**config.mk**
```make
export PLATFORM = sky130hd
export DESIGN_NAME = grant_burst_sequencer
export DESIGN_NICKNAME = d
export VERILOG_FILES = /design/src/rtl/grant_burst_sequencer.sv
export SDC_FILE = /design/constraint.sdc
export NUM_CORES = 1
export LEC_CHECK = 0
export BUFFER_PORTS_ARGS = -buffer_cell sky130_fd_sc_hd__buf_4
export CAP_MARGIN = 10
export CORE_MARGIN = 4
export CORE_UTILIZATION = 50
export DETAILED_ROUTE_END_ITERATION = 16
export GPL_TIMING_DRIVEN = 0
export PLACE_DENSITY_LB_ADDON = 0.25
export SLEW_MARGIN = 20
export SYNTH_ARGS = -nofsm -noshare
export SYNTH_HDL_FRONTEND = slang
export SYNTH_SLANG_ARGS = --single-unit
```
**constraint.sdc**
```tcl
create_clock -name clock -period 2.3 [get_ports clock]
set_input_delay 0 -clock clock [delete_from_list [all_inputs] [get_ports clock]]
set_output_delay 0 -clock clock [all_outputs]
set_load 0.01 [all_outputs]
```
**src/rtl/grant_burst_sequencer.sv**
```systemverilog
// Turns a registered arbiter grant into a multi-beat address burst on a valid/ready port,
// pulsing a per-requester done once the final beat has been accepted.
module grant_burst_sequencer #(
    parameter int ADDR_W = 16,
    parameter int LEN_W  = 4
) (
    input  logic              clock,
    input  logic              reset,
    input  logic              req_0,
    input  logic              req_1,
    input  logic              gnt_0,
    input  logic              gnt_1,
    input  logic [ADDR_W-1:0] cmd0_addr,
    input  logic [LEN_W-1:0]  cmd0_len,
    input  logic [ADDR_W-1:0] cmd1_addr,
    input  logic [LEN_W-1:0]  cmd1_len,
    output logic              out_valid,
    input  logic              out_ready,
    output logic [ADDR_W-1:0] out_addr,
    output logic              out_src,
    output logic              out_last,
    output logic              done_0,
    output logic              done_1,
    output logic              busy
);

    // state | meaning
    // IDLE  | waiting for a granted requester that still holds req
    // BURST | presenting beats, advancing on each accepted beat
    // DONE  | one-cycle done pulse to the burst owner
    typedef enum logic [1:0] {
        IDLE  = 2'd0,
        BURST = 2'd1,
        DONE  = 2'd2
    } state_t;

    state_t            state, state_nxt;
    logic [LEN_W-1:0]  beat_cnt, beat_cnt_nxt;
    logic [LEN_W-1:0]  lat_len, lat_len_nxt;
    logic [LEN_W-1:0]  cnt_inc;
    logic [ADDR_W-1:0] addr_nxt;
    logic              valid_nxt, src_nxt, last_nxt;
    logic              done_0_nxt, done_1_nxt, busy_nxt;
    logic              start_0, start_1;

    // A sticky grant alone is not enough; the requester must still be asking.
    assign start_0 = gnt_0 & req_0;
    assign start_1 = gnt_1 & req_1;
    assign cnt_inc = beat_cnt + 1'b1;

    always_ff @(posedge clock or posedge reset) begin
        if (reset) begin
            state     <= IDLE;
            beat_cnt  <= '0;
            lat_len   <= '0;
            out_valid <= 1'b0;
            out_addr  <= '0;
            out_src   <= 1'b0;
            out_last  <= 1'b0;
            done_0    <= 1'b0;
            done_1    <= 1'b0;
            busy      <= 1'b0;
        end else begin
            state     <= state_nxt;
            beat_cnt  <= beat_cnt_nxt;
            lat_len   <= lat_len_nxt;
            out_valid <= valid_nxt;
            out_addr  <= addr_nxt;
            out_src   <= src_nxt;
            out_last  <= last_nxt;
            done_0    <= done_0_nxt;
            done_1    <= done_1_nxt;
            busy      <= busy_nxt;
        end
    end

    always_comb begin
        state_nxt    = state;
        beat_cnt_nxt = beat_cnt;
        lat_len_nxt  = lat_len;
        valid_nxt    = out_valid;
        addr_nxt     = out_addr;
        src_nxt      = out_src;
        last_nxt     = out_last;
        done_0_nxt   = 1'b0;
        done_1_nxt   = 1'b0;
        busy_nxt     = busy;

        case (state)
            IDLE: begin
                if (start_0 || start_1) begin
                    state_nxt    = BURST;
                    valid_nxt    = 1'b1;
                    busy_nxt     = 1'b1;
                    beat_cnt_nxt = '0;
                    // Requester 0 wins if the arbiter ever grants both.
                    if (start_0) begin
                        src_nxt     = 1'b0;
                        addr_nxt    = cmd0_addr;
                        lat_len_nxt = cmd0_len;
                        last_nxt    = (cmd0_len == '0);
                    end else begin
                        src_nxt     = 1'b1;
                        addr_nxt    = cmd1_addr;
                        lat_len_nxt = cmd1_len;
                        last_nxt    = (cmd1_len == '0);
                    end
                end
            end
            BURST: begin
                if (out_valid && out_ready) begin
                    if (out_last) begin
                        state_nxt  = DONE;
                        valid_nxt  = 1'b0;
                        last_nxt   = 1'b0;
                        done_0_nxt = ~out_src;
                        done_1_nxt = out_src;
                    end else begin
                        addr_nxt     = out_addr + 1'b1;
                        beat_cnt_nxt = cnt_inc;
                        last_nxt     = (cnt_inc == lat_len);
                    end
                end
            end
            DONE: begin
                state_nxt = IDLE;
                busy_nxt  = 1'b0;
            end
            default: begin
                state_nxt = IDLE;
                valid_nxt = 1'b0;
                last_nxt  = 1'b0;
                busy_nxt  = 1'b0;
            end
        endcase
    end

endmodule

```
==> flow_metrics.py, run 1 <==
metrics = {
    "synthesis": {
        "yosys_warnings": 0,
        "synthCells": 222,
        "ys.flop_type": "dfrtp_1",
        "synth_nets": 271,
        "ys_ff_latch": 32,
        "async_flop_share_pct": 100,
        "syn_area_per_cell_um2": 9.05,
        "syn-cell-area_um2": 2010,
        "yosysUniqueCellTypes": 48,
        "seq_area_frac_synth_pct": 39.9,
        "synth_edf_count": 0,
    },
    "cells_and_area": {
        "final_common_cell": "buf_4",
        "final_cell_area_um2": 2680,
        "nNetsFinal": 346,
        "area_growth_pct": 33.1,
        "final_cell_mix": "buf_4 (68), dfrtp_1 (32), a21oi_1 (19)",
        "antenna_cells": 0,
        "layout-drive-gt1-share_pct": 31.5,
    },
    "placement": {
        "globalplace.congestion": 0.915,
        "io_buffers": 67,
        "placed_area_um2": 2570,
        "dp_hpwl_um": 4220,
    },
    "route": {
        "ant_nets": 0,
        "num_vias": 2081,
        "routed.top_layer": "met4",
        "met1Wirelength_um": 2430,
        "met2WireLength_um": 2690,
        "wire_per_inst_um": 16.4,
        "dr_wl_met3_um": 470,
        "drc": 0,
        "routed_wirelength_um": 5660,
        "drtIter0Drc": 319,
        "viasPerCell": 6.01,
        "first_pass_iters": 6,
    },
    "setup_path": {
        "worstPathArrival_ns": 2.08,
        "critical_path_class": "flip-flop to flip-flop",
        "cp_max_fo": 10,
        "crit_required_ns": 2.46,
        "crit_chain": "nor2b_1 > clkbuf_1 > clkbuf_1 > o21ai_0 > a21oi_1 > a21oi_1",
        "cpPeakStageDelay_ns": 0.48,
        "critical_path.startpoint_type": "flip-flop",
        "slowest_stage": "dfrtp_1",
        "crit_path_end_kind": "flip-flop",
        "rrSetupSlack_ns": 0.39,
    },
    "global_route": {
        "grt_pass1_wl_um": 9420,
        "grt_usage_pct": 23.1,
        "grt_start_max_net_pins": 33,
        "overflow": 0,
        "grt_pass1_vias": 2043,
        "antenna_found_initial": 0,
    },
    "pwr": {
        "peakVddDrop_v": 0.000770,
        "leakage_nw": 1.32,
        "power_density_nw_per_um2": 1230,
    },
    "clock_network": {
        "cts-resized-gates": 0,
        "cts_buffer_depth": 2,
        "clk_latency_ns": 0.29,
        "clk_root_buffer_cell": "clkbuf_8",
        "numCtsBuffers": 5,
        "cts_tree": "done",
        "clkTransAtPathRegs_ns": 0.07,
        "cts_max_level": 2,
        "cts.sinks": 32,
    },
    "sta": {
        "fin_setup_tns_ns": 0,
        "setup_viol": 0,
        "tightest_slew_ns": 0.666,
        "clock.fmax_mhz": 522,
        "rsz0062_at_grt": "false",
        "hold_slack_ns": 0.0100,
        "hold_viol": 0,
        "clock_skew_ns": 0.00890,
        "post-route-min-period_ns": 1.91,
        "maxSlewHeadroom_pct": 55.5,
        "slew_violations": 0,
        "min_period_over_period_pct": 83.2,
    },
    "floorplan": {
        "core_um2": 3770,
        "dieHeight_um": 71.4,
        "die_w_um": 71.4,
        "rows": 22,
        "start_util_pct": 53.3,
        "ios": 69,
        "dieArea_um2": 5100,
    },
    "flow_run": {
        "max_cap_viol_count": 0,
    },
    "run_status": {
        "outcome": "complete, no violations",
    },
    "worst_hold_path": {
        "hp-class": "input pin to flip-flop",
    },
}
registers in the layout, summed over array words and instances (netlist names), 2 cells and up:
register  flops
lat_len       4
beat_cnt      4
out_addr     16
state         2
logic make-up after synthesis:
group	share of synthesized area, %
flip-flops	39.9
multiplexers	7.72
AND/OR/NAND/NOR	16.8
XOR/XNOR	2.18
buffers and inverters	4.92
AO/OA/AOI/OAI	27.3
adder cells (fa/ha/maj)	1.25
repair_timing:
action,in CTS,in global routing
endpoints found under the hold margin,32,0
buffers inserted,0,0
hold buffers,1,0
through the flow:
step / std cells / total power [mW] / setup slack [ns] / util, %
6_report: 346 / 3.29 / 0.386 / 70.9
5_1_grt: 346 / 3.55 / 0.236 / 70.9
4_1_cts: 346 / 3.27 / 0.457 / 70.9
3_5_place_dp: 337 / 2.81 / 0.484 / 68.2
3_3_place_gp: 337 / 2.76 / 0.512 / 68.2
2_1_floorplan: 222 / 2.16 / 0.631 / -
per-layer routing:
layer	vias up	GRT usage [%]
li1	988	-
met1	986	30.8
met2	97	35.7
met3	10	6.59
met4	0	8.77
met5	-	0
cells in the mapped netlist (all sizes together), types with 2 or more instances:
cell type | number | area [um^2]
nor2 | 13 | 48.8
xor2 | 4 | 35.0
a22o | 5 | 43.8
a21o | 3 | 22.5
a21oi | 19 | 95.1
and3 | 7 | 43.8
mux2i | 11 | 110
or2 | 2 | 12.5
o22a | 3 | 35.0
a211oi | 6 | 45.0
a32o | 2 | 20.0
nand4 | 4 | 25.0
inv | 10 | 37.5
buf | 6 | 38.8
a2bb2oi | 2 | 17.5
nand3 | 8 | 40.0
ha | 2 | 25.0
nor4 | 4 | 25.0
clkbuf | 6 | 22.5
o31ai | 5 | 37.5
a22oi | 4 | 30.0
nand2 | 17 | 63.8
a31oi | 3 | 18.8
nor3 | 4 | 25.0
o22ai | 2 | 18.8
o21ai | 17 | 85.1
or4 | 2 | 15.0
dfrtp | 32 | 801
mux2 | 4 | 45.0
a31o | 2 | 17.5
worst paths after layout:
path,start,to,cells past startpoint
setup / recovery,state[0]$_DFFE_PP0P_,out_addr[6]$_DFFE_PP0P_,6
min in group asynchronous,reset,out_addr[5]$_DFFE_PP0P_,3
hold reg to reg,lat_len[2]$_DFFE_PP0P_,lat_len[2]$_DFFE_PP0P_,2
setup reg to reg,state[0]$_DFFE_PP0P_,out_addr[6]$_DFFE_PP0P_,6
max in group asynchronous,reset,lat_len[0]$_DFFE_PP0P_,3
hold / removal,cmd0_len[2],lat_len[2]$_DFFE_PP0P_,3
power breakdown:
| part | internal, mW | switching (mW) | leakage [nW] | total (mW) |
|---|---|---|---|---|
| registers | 0.805 | 0.293 | 0.378 | 1.10 |
| clock network | 0.239 | 0.215 | 0.0510 | 0.453 |
| logic | 0.789 | 0.949 | 0.892 | 1.74 |
layout make-up:
| cell class | instances | area [um^2] |
|---|---|---|
| Buffer | 12 | 61.3 |
| Clock buffer | 6 | 82.6 |
| Clock inverter | 2 | 10.0 |
| Fill cell | 302 | 1100 |
| Inverter | 10 | 37.5 |
| Multi-Input combinational cell | 168 | 1110 |
| Sequential cell | 32 | 801 |
| Tap cell | 48 | 60.1 |
| Timing Repair Buffer | 68 | 513 |
critical path: cells and delay by family, from the launching register on:
| family | cells | cell delay, ns |
|---|---|---|
| AOI/OAI and AO/OA | 3 | 0.42 |
| DFF | 1 | 0.48 |
| buffers and inverters | 2 | 0.72 |
| and+or+nand+nor | 1 | 0.16 |
(Power assumes the default switching activity.)
==> run 2, diff against run 1 <==
CORE_UTILIZATION = 45   (was 50)
clock period = 1.61 ns   (was 2.3 ns; I/O delays follow)
==> run 2 against run 1 <==
Net effect:
- flip-flop and latch count stayed put
- clock skew is 0.0053 ns higher
- fmax is 15% higher
- highest routed layer unchanged
- clock power is 71% higher
- combinational power is 75% higher
- register-to-register slack worse by 0.44 ns
- sequential power is 44% higher
- design area is 9.4% higher
- setup slack worse by 0.44 ns
- final cell count is 6.1% higher
- critical endpoint is now beat_cnt[2]$_DFFE_PP0P_
- the flow now finishes with violations (negative setup slack)
- clock-buffer cell count stayed put
==> flow_metrics.py, run 2 (same netlist as run 1, synthesis figures left out) <==
metrics = {
    "cells_and_area": {
        "regArea_um2": 806,
        "antenna_cells": 0,
        "top_register": "out_addr",
        "multiInputGateArea_um2": 1180,
        "layout-drive-gt1-share_pct": 41.0,
        "nFillCells": 380,
        "utilization_pct": 67.7,
        "largest_reg_flops": 16,
        "final_cell_mix": "buf_4 (87), dfrtp_1 (28), a21oi_1 (19)",
        "instances_no_fill": 367,
        "nNetsFinal": 363,
        "reg.largest.list": "out_addr x16, beat_cnt x4, lat_len x4",
        "area_growth_pct": 45.6,
        "final_common_cell": "buf_4",
        "final_cell_area_um2": 2930,
    },
    "global_route": {
        "grt_start_max_net_pins": 33,
        "overflow": 0,
        "antenna_found_initial": 0,
        "grt_pass1_wl_um": 9600,
        "grt_pass1_vias": 2102,
        "grt_usage_pct": 22.3,
    },
    "floorplan": {
        "rows": 24,
        "ios": 69,
        "start_util_pct": 46.5,
        "dieArea_um2": 5600,
        "core_um2": 4320,
        "die_w_um": 74.8,
        "dieHeight_um": 74.8,
    },
    "clock_network": {
        "cts_buffer_depth": 2,
        "cts.sinks": 32,
        "numCtsBuffers": 5,
        "clk_latency_ns": 0.29,
        "clkTransAtPathRegs_ns": 0.07,
        "cts_tree": "done",
        "cts_max_level": 2,
        "clk_root_buffer_cell": "clkbuf_8",
    },
    "route": {
        "first_pass_iters": 5,
        "drtIter0Drc": 156,
        "wire_per_inst_um": 17.6,
        "drc": 0,
        "viasPerCell": 6.03,
        "ant_nets": 0,
        "routed_wirelength_um": 6470,
        "num_vias": 2213,
    },
    "sta": {
        "rsz0062_at_grt": "true",
        "setup_viol": 5,
        "clock.fmax_mhz": 602,
        "worst_slack_ns": -0.0508,
        "maxSlewHeadroom_pct": 55.0,
        "min_period_over_period_pct": 103,
        "post-route-min-period_ns": 1.66,
        "slew_violations": 0,
        "clock_skew_ns": 0.0142,
        "hold_viol": 0,
        "tightest_slew_ns": 0.674,
    },
    "run_status": {
        "outcome": "finished, violations left",
        "violations": "negative setup slack",
    },
    "setup_path": {
        "critical_path.startpoint_type": "flip-flop",
        "critical_path_class": "flip-flop to flip-flop",
        "crit_required_ns": 1.78,
        "worstPathArrival_ns": 1.83,
        "cp_max_fo": 6,
        "crit_path_end_kind": "flip-flop",
    },
    "placement": {
        "dpl_worst_slack_ns": -0.244,
        "placed_area_um2": 2580,
        "place_inst": 341,
        "io_buffers": 67,
        "dp_hpwl_um": 4270,
        "globalplace.congestion": 0.800,
    },
    "pwr": {
        "leakage_nw": 1.43,
        "power_density_nw_per_um2": 1850,
        "peakVddDrop_v": 0.00104,
        "total_power_mw": 5.41,
    },
    "flow_run": {
        "max_cap_viol_count": 0,
    },
    "worst_hold_path": {
        "hp-class": "input pin to flip-flop",
    },
}
[run 2: layout make-up]
class | instances | share of cell area [%]
Inverter | 10 | 1.28
Tap cell | 52 | 2.22
Buffer | 12 | 2.99
Sequential cell | 32 | 27.5
Timing Repair Buffer | 85 | 21.9
Clock inverter | 2 | 1.20
Multi-Input combinational cell | 168 | 40.4
Clock buffer | 6 | 2.48
[run 2: path summary, 6_finish.rpt]
check,slack [ns],start,to,cells past startpoint
worst max-delay path,-0.05,state[1]$_DFFE_PP0P_,beat_cnt[2]$_DFFE_PP0P_,5
worst min-delay path,0.03,cmd0_len[3],lat_len[3]$_DFFE_PP0P_,3
worst min register to register,0.52,lat_len[0]$_DFFE_PP0P_,lat_len[0]$_DFFE_PP0P_,2
max in group asynchronous,0.75,reset,state[1]$_DFFE_PP0P_,3
worst max register to register,-0.05,state[1]$_DFFE_PP0P_,beat_cnt[2]$_DFFE_PP0P_,5
min in group asynchronous,0.38,reset,out_addr[3]$_DFFE_PP0P_,3
[run 2: layer usage]
layer,GRT usage [%],vias to the layer above,share of wire (%)
met5,0,-,0
met4,7.71,0,2.6
met3,4.54,23,8.0
met2,36.8,98,49
met1,29.0,1072,40
li1,-,1020,-
[run 2: critical path, cell delays in order (launching register included)]
cell     delay, ns
dfrtp_2       0.44
or3b_4        0.41
o22a_4        0.27
buf_6         0.13
o21ai_0       0.19
o21ai_1       0.09
[run 2: stage by stage]
stage,setup TNS (ns),hold WS (ns)
after floorplan,-0.0655,0.116
after global placement,-3.29,0.322
after detailed placement,-3.47,0.159
after CTS,-0.0989,0.0365
after global routing,-0.288,0.0415
final,-0.0948,0.0290
[run 2: where the power goes]
part	internal, mW	leakage, nW	switching (mW)
clock	0.459	0.0552	0.317
sequential	1.16	0.374	0.417
combinational	1.45	1.01	1.60
[run 2: timing repair]
action / CTS / global route
hold endpoints to repair: 32 / 0
setup endpoints to repair: 25 / 26
setup buffers: 10 / 6
hold buffers: 1 / 0
resized for setup: 14 / 25
gates cloned: 1 / 0
pin swaps: 2 / 10
==> run 3, diff against run 2 <==
BUFFER_PORTS_ARGS = default   (was -buffer_cell sky130_fd_sc_hd__buf_4)
CORE_UTILIZATION = 55   (was 45)
DONT_BUFFER_PORTS = 1   (was default)
PLACE_DENSITY = 0.71   (was default)
PLACE_DENSITY_LB_ADDON = default   (was 0.25)
==> run 3 against run 2 <==
Net effect:
- the flow still finishes with violations (negative setup slack)
- highest routed layer unchanged
- power is 7.8% lower
- critical path type unchanged
- flip-flop and latch count stayed put
- critical endpoint is now out_addr[15]$_DFFE_PP0P_
- setup slack hardly changed
==> flow_metrics.py, run 3 (same netlist as run 1, synthesis figures left out) <==
metrics = {
    "run_status": {
        "outcome": "finished, violations left",
        "violations": "negative setup slack",
    },
    "route": {
        "first_pass_iters": 5,
        "wire_per_inst_um": 20.1,
        "routed_wirelength_um": 6080,
        "num_vias": 2041,
        "drtIter0Drc": 122,
        "drc": 0,
        "viasPerCell": 6.74,
        "ant_nets": 0,
    },
    "placement": {
        "io_buffers": 0,
        "dp_hpwl_um": 3920,
        "placed_area_um2": 2070,
        "globalplace.congestion": 0.934,
    },
    "clock_network": {
        "numCtsBuffers": 5,
        "cts_tree": "done",
        "clk_latency_ns": 0.30,
        "clk_root_buffer_cell": "clkbuf_8",
        "clkTransAtPathRegs_ns": 0.08,
        "cts_buffer_depth": 2,
        "cts.sinks": 32,
        "cts_max_level": 2,
    },
    "sta": {
        "clock_skew_ns": 0.00779,
        "worst_slack_ns": -0.0512,
        "fin_setup_tns_ns": -0.130,
        "rsz0062_at_grt": "true",
        "min_period_over_period_pct": 103,
        "maxSlewHeadroom_pct": 54.9,
        "setup_viol": 6,
        "hold_viol": 0,
        "post-route-min-period_ns": 1.66,
        "clock.fmax_mhz": 602,
        "tightest_slew_ns": 0.675,
        "slew_violations": 0,
    },
    "pwr": {
        "power_switching_mw": 2.27,
        "peakVddDrop_v": 0.00120,
        "total_power_mw": 4.98,
        "power.share.switching_pct": 45.6,
        "leakage_nw": 1.15,
        "power_density_nw_per_um2": 1980,
        "power_frac_comb_pct": 48.5,
        "intPower_mw": 2.71,
        "power_frac_clock_pct": 16.0,
        "pwr-share-seq_pct": 35.5,
    },
    "setup_path": {
        "rr_startpoint": "out_addr[4]$_DFFE_PP0P_",
        "crit_path_end_kind": "flip-flop",
        "worstPathArrival_ns": 1.85,
        "rrSetupSlack_ns": -0.05,
        "reg2reg_to": "out_addr[15]$_DFFE_PP0P_",
        "crit_required_ns": 1.79,
        "critical_path_class": "flip-flop to flip-flop",
        "critical_path.startpoint_type": "flip-flop",
        "cp_max_fo": 5,
        "reg2regPathDepth": 5,
    },
    "global_route": {
        "overflow": 0,
        "grt_usage_pct": 25.8,
        "grt_pass1_wl_um": 8950,
        "grt_pass1_vias": 1873,
        "antenna_found_initial": 0,
        "grt_start_max_net_pins": 33,
    },
    "floorplan": {
        "start_util_pct": 58.4,
        "die_w_um": 68.4,
        "dieHeight_um": 68.4,
        "dieArea_um2": 4680,
        "ios": 69,
        "rows": 21,
        "core_um2": 3440,
    },
    "worst_hold_path": {
        "hp-class": "input pin to flip-flop",
        "hold_path_startpoint": "cmd0_len[3]",
        "hold_depth": 3,
        "min_to": "out_last$_DFFE_PP0P_",
    },
    "cells_and_area": {
        "regArea_um2": 812,
        "top_register": "out_addr",
        "layout-drive-gt1-share_pct": 24.9,
        "utilization_pct": 73.3,
        "antenna_cells": 0,
        "nFillCells": 259,
        "area_growth_pct": 25.5,
        "final_common_cell": "dfrtp_1",
        "multiInputGateArea_um2": 1180,
        "nNetsFinal": 305,
        "final_cell_area_um2": 2520,
        "reg.largest.list": "out_addr x16, beat_cnt x4, lat_len x4",
        "final_cell_mix": "dfrtp_1 (23), a21oi_1 (18), nand2_1 (17)",
        "largest_reg_flops": 16,
    },
    "flow_run": {
        "max_cap_viol_count": 0,
    },
}
[run 3: worst max path at each step]
stage,from,slack [ns],depth (start not counted),end
floorplan,out_addr[1]$_DFFE_PP0P_,-0.03,5,out_addr[10]$_DFFE_PP0P_
global placement,out_addr[1]$_DFFE_PP0P_,-0.21,5,out_addr[10]$_DFFE_PP0P_
detailed placement,state[0]$_DFFE_PP0P_,-0.24,6,out_addr[6]$_DFFE_PP0P_
CTS,out_last$_DFFE_PP0P_,-0.01,4,out_addr[0]$_DFFE_PP0P_
global route,out_addr[4]$_DFFE_PP0P_,-0.14,5,out_addr[15]$_DFFE_PP0P_
finish,out_addr[4]$_DFFE_PP0P_,-0.05,5,out_addr[15]$_DFFE_PP0P_
[run 3: area by class of cell]
class                      count  share of cell area [%]
buffer                        12                    3.27
clock buffer                   5                    2.73
clock inverter                 3                    1.69
inverter                      10                    1.49
multi-input combinational    168                    46.8
sequential                    32                    32.2
tap                           46                    2.28
timing repair buffer          27                    9.52
[run 3: metrics by stage]
step	worst slack (ns)	instances	hold slack, ns
6_report	-0.0512	303	0.00522
5_1_grt	-0.144	303	0.0199
4_1_cts	-0.0115	296	0.00223
3_5_place_dp	-0.245	268	0.0233
3_3_place_gp	-0.214	268	0.208
2_1_floorplan	-0.0345	222	0.116
[run 3: per-layer routing]
layer / global-route usage, % / vias up / routed length [um]
met5: 0 / - / 0
met4: 10.7 / 0 / 144
met3: 8.54 / 19 / 652
met2: 41.0 / 141 / 2920
met1: 31.8 / 965 / 2360
li1: - / 916 / -
[run 3: what timing repair did]
action,CTS,global route
pin swaps,7,7
hold buffers,13,0
endpoints found under the setup margin,25,26
setup buffers,6,6
hold endpoints to repair,39,0
gates cloned,1,1
gates resized for setup,17,30
[run 3: critical path, cell delays in order (launching register included)]
cell       delay, ns
dfrtp_1         0.50
nand4_1         0.21
buf_4           0.21
nor4_2          0.34
a31oi_1         0.14
a2bb2oi_1       0.15
[run 3: power by group through the flow]
stage / Sequential (mW) / Clock [mW] / Combinational [mW]
final: 1.77 / 0.797 / 2.42
after global routing: 1.83 / 0.835 / 2.62
after CTS: 1.74 / 0.800 / 2.07
after detailed placement: 1.74 / 0 / 1.85
after global placement: 1.72 / 0 / 1.79
after floorplan: 1.60 / 0 / 1.49
